`src/rtl/freq_div_pkg.sv`:
```
// Shared constants and helpers for the freq_div_gen programmable divider.
package freq_div_pkg;

    localparam logic MODE_PULSE  = 1'b0;
    localparam logic MODE_SQUARE = 1'b1;

    // Widest divisor the helper below can handle.
    localparam int unsigned MAX_WIDTH = 64;

    // ceil(n/2) written so that n = all-ones cannot overflow.
    function automatic logic [MAX_WIDTH-1:0] ceil_half(input logic [MAX_WIDTH-1:0] n);
        return (n >> 1) + {{(MAX_WIDTH-1){1'b0}}, n[0]};
    endfunction

endpackage

```
`src/rtl/freq_div_cfg_shadow.sv`:
```
// Shadow configuration for freq_div_gen: capture, pending flag, apply at period
// boundary (or immediately when idle) and the acknowledge pulse.
module freq_div_cfg_shadow
    import freq_div_pkg::*;
#(
    parameter int unsigned WIDTH      = 32,
    parameter int unsigned DIV_RESET  = 1,
    parameter logic        MODE_RESET = MODE_PULSE
) (
    input  logic             i_clk,
    input  logic             i_rst_n,
    input  logic             i_enable,
    input  logic             i_tick,
    input  logic             i_config_div,
    input  logic [WIDTH-1:0] i_din_n,
    input  logic             i_mode_in,
    output logic             o_cfg_pending,
    output logic             o_cfg_ack,
    output logic [WIDTH-1:0] o_div_active,
    output logic             o_mode_active
);

    localparam logic [WIDTH-1:0] DIV_RST_RAW = WIDTH'(DIV_RESET);
    localparam logic [WIDTH-1:0] DIV_RST     = (DIV_RST_RAW == '0) ? WIDTH'(1) : DIV_RST_RAW;

    logic             r_pending;
    logic [WIDTH-1:0] r_sh_div;
    logic             r_sh_mode;
    logic [WIDTH-1:0] r_div;
    logic             r_mode;
    logic             w_apply;

    // A fresh capture always beats an apply in the same cycle.
    assign w_apply = r_pending & ~i_config_div & (~i_enable | i_tick);

    always_ff @(posedge i_clk or negedge i_rst_n) begin
        if (!i_rst_n) begin
            r_pending <= 1'b0;
            r_sh_div  <= '0;
            r_sh_mode <= MODE_PULSE;
            r_div     <= DIV_RST;
            r_mode    <= MODE_RESET;
        end else if (i_config_div) begin
            r_pending <= 1'b1;
            r_sh_div  <= (i_din_n == '0) ? WIDTH'(1) : i_din_n;
            r_sh_mode <= i_mode_in;
        end else if (w_apply) begin
            r_pending <= 1'b0;
            r_div     <= r_sh_div;
            r_mode    <= r_sh_mode;
        end
    end

    assign o_cfg_pending = r_pending;
    assign o_cfg_ack     = w_apply;
    assign o_div_active  = r_div;
    assign o_mode_active = r_mode;

endmodule

```
`src/rtl/freq_div_gen.sv`:
```
// Runtime-programmable clock divider producing a TICK enable and a registered CLK_OUT.
// Optional macro FREQ_DIV_TICK_COUNT_EN adds a 16-bit TICK counter output.
module freq_div_gen
    import freq_div_pkg::*;
#(
    parameter int unsigned WIDTH      = 32,
    parameter int unsigned DIV_RESET  = 1,
    parameter logic        MODE_RESET = MODE_PULSE
) (
    input  logic             i_clk,
    input  logic             i_rst_n,
    input  logic             i_enable,
    input  logic             i_config_div,
    input  logic [WIDTH-1:0] i_din_n,
    input  logic             i_mode_in,
    output logic             o_tick,
    output logic             o_clk_out,
    output logic             o_cfg_pending,
    output logic             o_cfg_ack,
    output logic [WIDTH-1:0] o_div_active
`ifdef FREQ_DIV_TICK_COUNT_EN
    ,
    output logic [15:0]      o_tick_count
`endif
);

    logic             w_en;
    logic             w_last;
    logic             w_tick;
    logic             w_ack;
    logic             w_mode;
    logic [WIDTH-1:0] w_div;
    logic [WIDTH-1:0] w_cnt_next;
    logic             w_clk_out_next;

    logic             r_armed;
    logic [WIDTH-1:0] r_cnt;
    logic             r_clk_out;

    freq_div_cfg_shadow #(
        .WIDTH      (WIDTH),
        .DIV_RESET  (DIV_RESET),
        .MODE_RESET (MODE_RESET)
    ) u_cfg_shadow (
        .i_clk         (i_clk),
        .i_rst_n       (i_rst_n),
        .i_enable      (w_en),
        .i_tick        (w_tick),
        .i_config_div  (i_config_div),
        .i_din_n       (i_din_n),
        .i_mode_in     (i_mode_in),
        .o_cfg_pending (o_cfg_pending),
        .o_cfg_ack     (w_ack),
        .o_div_active  (w_div),
        .o_mode_active (w_mode)
    );

    // Counting starts only once reset release has been seen at a clock edge.
    assign w_en   = i_enable & r_armed;
    assign w_last = (r_cnt == (w_div - WIDTH'(1)));
    assign w_tick = w_en & w_last;

    always_comb begin
        w_cnt_next     = '0;
        w_clk_out_next = 1'b0;
        if (w_en) begin
            if (!w_last) begin
                w_cnt_next = r_cnt + WIDTH'(1);
            end
            if (w_mode == MODE_SQUARE) begin
                w_clk_out_next = (MAX_WIDTH'(w_cnt_next) < ceil_half(MAX_WIDTH'(w_div)));
            end else begin
                w_clk_out_next = w_tick;
            end
        end
    end

    always_ff @(posedge i_clk or negedge i_rst_n) begin
        if (!i_rst_n) begin
            r_armed   <= 1'b0;
            r_cnt     <= '0;
            r_clk_out <= 1'b0;
        end else begin
            r_armed   <= 1'b1;
            r_cnt     <= w_cnt_next;
            r_clk_out <= w_clk_out_next;
        end
    end

`ifdef FREQ_DIV_TICK_COUNT_EN
    logic [15:0] r_tick_count;

    always_ff @(posedge i_clk or negedge i_rst_n) begin
        if (!i_rst_n) begin
            r_tick_count <= '0;
        end else if (w_ack) begin
            r_tick_count <= '0;
        end else if (w_tick) begin
            r_tick_count <= r_tick_count + 16'd1;
        end
    end

    assign o_tick_count = r_tick_count;
`endif

    assign o_tick       = w_tick;
    assign o_clk_out    = r_clk_out;
    assign o_cfg_ack    = w_ack;
    assign o_div_active = w_div;

endmodule

```
`config.mk`:
```
export PLATFORM = sky130hd
export DESIGN_NAME = freq_div_gen
export DESIGN_NICKNAME = d
export VERILOG_FILES = /design/src/rtl/freq_div_pkg.sv /design/src/rtl/freq_div_cfg_shadow.sv /design/src/rtl/freq_div_gen.sv
export SDC_FILE = /design/constraint.sdc
export NUM_CORES = 1
export LEC_CHECK = 0
export BUFFER_PORTS_ARGS = -buffer_cell sky130_fd_sc_hd__clkbuf_2
export CORE_UTILIZATION = 50
export DETAILED_ROUTE_END_ITERATION = 8
export GPL_TIMING_DRIVEN = 0
export PLACE_DENSITY = 0.67
export SKIP_LAST_GASP = 1
export SLEW_MARGIN = 20
export SYNTH_ARGS = -nofsm -noshare
export SYNTH_HDL_FRONTEND = slang
export SYNTH_SLANG_ARGS = --single-unit
```
`constraint.sdc`:
```
create_clock -name i_clk -period 7.11 [get_ports i_clk]
set_input_delay 0.3555 -clock i_clk [delete_from_list [all_inputs] [get_ports i_clk]]
set_output_delay 0.3555 -clock i_clk [all_outputs]
set_load 0.005 [all_outputs]
```
==> results.sh <==
export IMPL_finalSetupViolations=0
export IMPL_status="complete, no violations"
export IMPL_antenna_found_initial=0
export IMPL_drtIter0Drc=616
export IMPL_holdCritPathClass="in -> reg"
export IMPL_fin_area_um2=8830
export IMPL_diodes=0
export IMPL_cts_buffer_depth=2
export IMPL_tns_ns=0
export IMPL_endpoint_kind="register"
export IMPL_async_flop_share=1.00
export IMPL_die_h_um=127
export IMPL_hold_violations=0
export IMPL_path_clk_slew_ns=0.08
export IMPL_grt_usage=0.291
export IMPL_nets=1054
export IMPL_gr_total_overflow=0
export IMPL_seq_area_um2=2530
export IMPL_grt_max_degree=73
export IMPL_synth_cell_type_count=66
export IMPL_fillers=1439
export IMPL_dieArea_um2=16300
export IMPL_numCtsBuffers=9
export IMPL_wl_per_cell_um=18.9
export IMPL_cts_tree="done"
export IMPL_area_growth_synth_to_final_pct=12.2
export IMPL_synth_top_area_share=0.318
export IMPL_worstHoldStart="i_mode_in"
export IMPL_cts_sinks=101
export IMPL_htree_levels=3
export IMPL_yosysWarnings=0
export IMPL_place_area_um2=8530
export IMPL_postCtsSetupBuffers=0
export IMPL_tightest_slew_ns=0.686
export IMPL_ioPinCount=73
export IMPL_rsz0062_at_grt="no"
export IMPL_multiInputGateArea_um2=4950
export IMPL_syn_nets=970
export IMPL_post_route_period_util=0.884
export IMPL_grt_pass1_wl_um=36800
export IMPL_r2r_start="u_cfg_shadow.o_div_active[1]"
export IMPL_yosysTopAreaCell="dfrtp_1"
export IMPL_initial_core_util=0.516
export IMPL_crit_required_ns=7.32
export IMPL_maxSlewViolCount=0
export IMPL_drc=0
export IMPL_cp_start_kind="register"
export IMPL_cap_violations=0
export IMPL_drive_gt1_frac=0.151
export IMPL_grt_pass1_vias=6857
export IMPL_core_area_um2=15300
export IMPL_detail_route_antenna_nets=0
export IMPL_hpwl_um=17100
export IMPL_viasPerCell=6.14
export IMPL_synth_edf_count=0
export IMPL_synth_cells=898
export IMPL_place_congestion=0.903
export IMPL_drt_pre_antenna_iters=7
export IMPL_ys_seq_area_frac=0.321
export IMPL_max_freq_ghz=0.159
export IMPL_syn_avg_cell_area_um2=8.77
export IMPL_peakVddDrop_mv=0.202
export IMPL_synth_area_top_cells="dfrtp_1 (32%), xor2_1 (6.1%), ha_1 (5.6%), mux2_2 (4.6%), xnor2_1 (4.3%)"
export IMPL_die_w_um=127
export IMPL_fin_skew_ns=0.00948
export IMPL_io_buffers=71
export IMPL_p_per_area_nw_per_um2=209
export IMPL_worstSkewPairLatency_ns=0.37
export IMPL_cts_root_buffer="clkbuf_16"
export IMPL_fin_crit_ns=6.28
export IMPL_critPathKind="reg -> reg"
export IMPL_leakage_nw=3.56
export IMPL_slew_headroom=0.542
export IMPL_synth_seq_cells=101
export IMPL_rows=45
export IMPL_drt_total_wl_um=22600
export IMPL_cp_arrival_ns=6.49
export IMPL_syn_area_um2=7870
export IMPL_worst_path_max_fanout=10
export IMPL_num_vias=7355
export IMPL_critPathLaunch="u_cfg_shadow.o_div_active[1]"
export IMPL_synthFlopType="dfrtp_1"
cell type report:
cell class / count / area share
clock inverter: 6 / 0.00709
multi-input combinational: 704 / 0.560
buffer: 81 / 0.0400
sequential: 101 / 0.286
clock buffer: 10 / 0.0259
timing repair buffer: 73 / 0.0455
tap: 211 / 0.0299
inverter: 12 / 0.00510
final timing paths:
check                                          endpoint  slack [ns]  depth (start not counted)
hold reg to reg                u_cfg_shadow.r_sh_div[5]        0.54                          1
setup reg to reg                              o_clk_out        0.83                         21
setup / recovery                              o_clk_out        0.83                         21
max in group asynchronous  u_cfg_shadow.o_div_active[0]        6.00                          3
hold / removal                   u_cfg_shadow.r_sh_mode        0.21                          2
min in group asynchronous                     r_cnt[24]        0.44                          2
flip-flops by register name (all words and copies together), names as in the netlist:
register	count
u_cfg_shadow.o_mode_active	1
u_cfg_shadow.r_sh_mode	1
u_cfg_shadow.o_cfg_pending	1
o_clk_out	1
u_cfg_shadow.o_div_active	32
u_cfg_shadow.r_sh_div	32
r_cnt	32
r_armed	1
kinds of logic after synthesis:
family | after synthesis | share of synthesized area
other | 1 | 0.000476
flip-flops | 101 | 0.321
AND/OR/NAND/NOR | 376 | 0.267
adder cells (fa/ha/maj) | 35 | 0.0556
multiplexers | 33 | 0.0470
XOR/XNOR | 94 | 0.105
buffers and inverters | 93 | 0.0505
AO/OA/AOI/OAI | 165 | 0.154
through the flow:
stage	setup WS [ns]	power (mW)	hold WS, ns	cells	util
finish	0.826	1.84	0.213	1198	0.579
detailed placement	0.897	1.34	0.265	1181	0.559
global route	0.564	1.95	0.216	1198	0.579
floorplan	2.09	1.13	0.0599	898	-
global placement	0.935	1.33	0.523	1180	0.557
CTS	0.879	1.84	0.207	1198	0.579
cell usage in the layout, fill, tap and decap left out, types with 7 or more instances in the layout:
cell type	instances
dfrtp_1	100
clkbuf_2	70
nor2_1	69
nand3_1	67
clkbuf_1	67
xor2_1	55
and3_1	42
o21ai_0	41
nor3_1	39
xnor2_1	39
ha_1	35
o211ai_1	34
a222oi_1	33
nand2_1	32
mux2_2	32
nand4_1	29
nor4_1	21
a21oi_1	13
a21o_1	13
inv_1	12
or4_1	10
clkbuf_16	9
nand3b_1	7
nor2b_1	7
where the power goes:
group | leakage [nW] | internal (mW) | switching, mW | total, mW
logic | 2.19 | 0.254 | 0.368 | 0.623
registers | 1.22 | 0.639 | 0.0790 | 0.718
clock network | 0.143 | 0.248 | 0.256 | 0.504
synth_stat cells (4+ instances only):
cell type / instances
a211oi_1: 4
a21o_1: 13
a21oi_1: 13
a222oi_1: 33
and2_1: 4
and3_1: 42
and4_1: 6
buf_1: 6
buf_6: 6
clkbuf_1: 66
dfrtp_1: 100
ha_1: 35
inv_1: 12
mux2_2: 32
nand2_1: 32
nand2b_1: 6
nand3_1: 67
nand3b_1: 7
nand4_1: 29
nor2_1: 69
nor2b_1: 7
nor3_1: 39
nor3_2: 5
nor3b_1: 4
nor4_1: 21
o211ai_1: 34
o21ai_0: 41
or3_1: 6
or4_1: 10
xnor2_1: 39
xor2_1: 55
repair_timing:
item | in CTS | in global routing
hold endpoints to repair | 29 | 0
endpoints found under the setup margin | 0 | 0
hold buffers | 1 | 0
gates resized for setup | 0 | 0
routing by layer:
layer  up-vias  GRT usage  wire (µm)
met3        41     0.0448       1290
met5         -          0          0
met4         0     0.0987        554
met1      3494      0.408      10300
met2       272      0.458      10500
li1       3548          -          -
worst max-delay path, cell delays in order, from the launching register on:
cell and delay [ns]:
dfrtp_1 0.51, inv_1 0.13, ha_1 0.21, nor3b_1 0.60, a21oi_1 0.15, a31oi_1 0.23
or3b_2 0.48, or4_1 0.44, or4_1 0.52, clkbuf_1 0.25, nor3_4 0.62, buf_6 0.23
nor2_1 0.06, ha_1 0.29, a21o_1 0.11, a21o_1 0.10, a21o_1 0.12, a211oi_1 0.07
a2111oi_0 0.48, nor2_1 0.11, o41ai_1 0.25, o21ai_0 0.19
No activity file was read; power rests on OpenSTA's default activity.
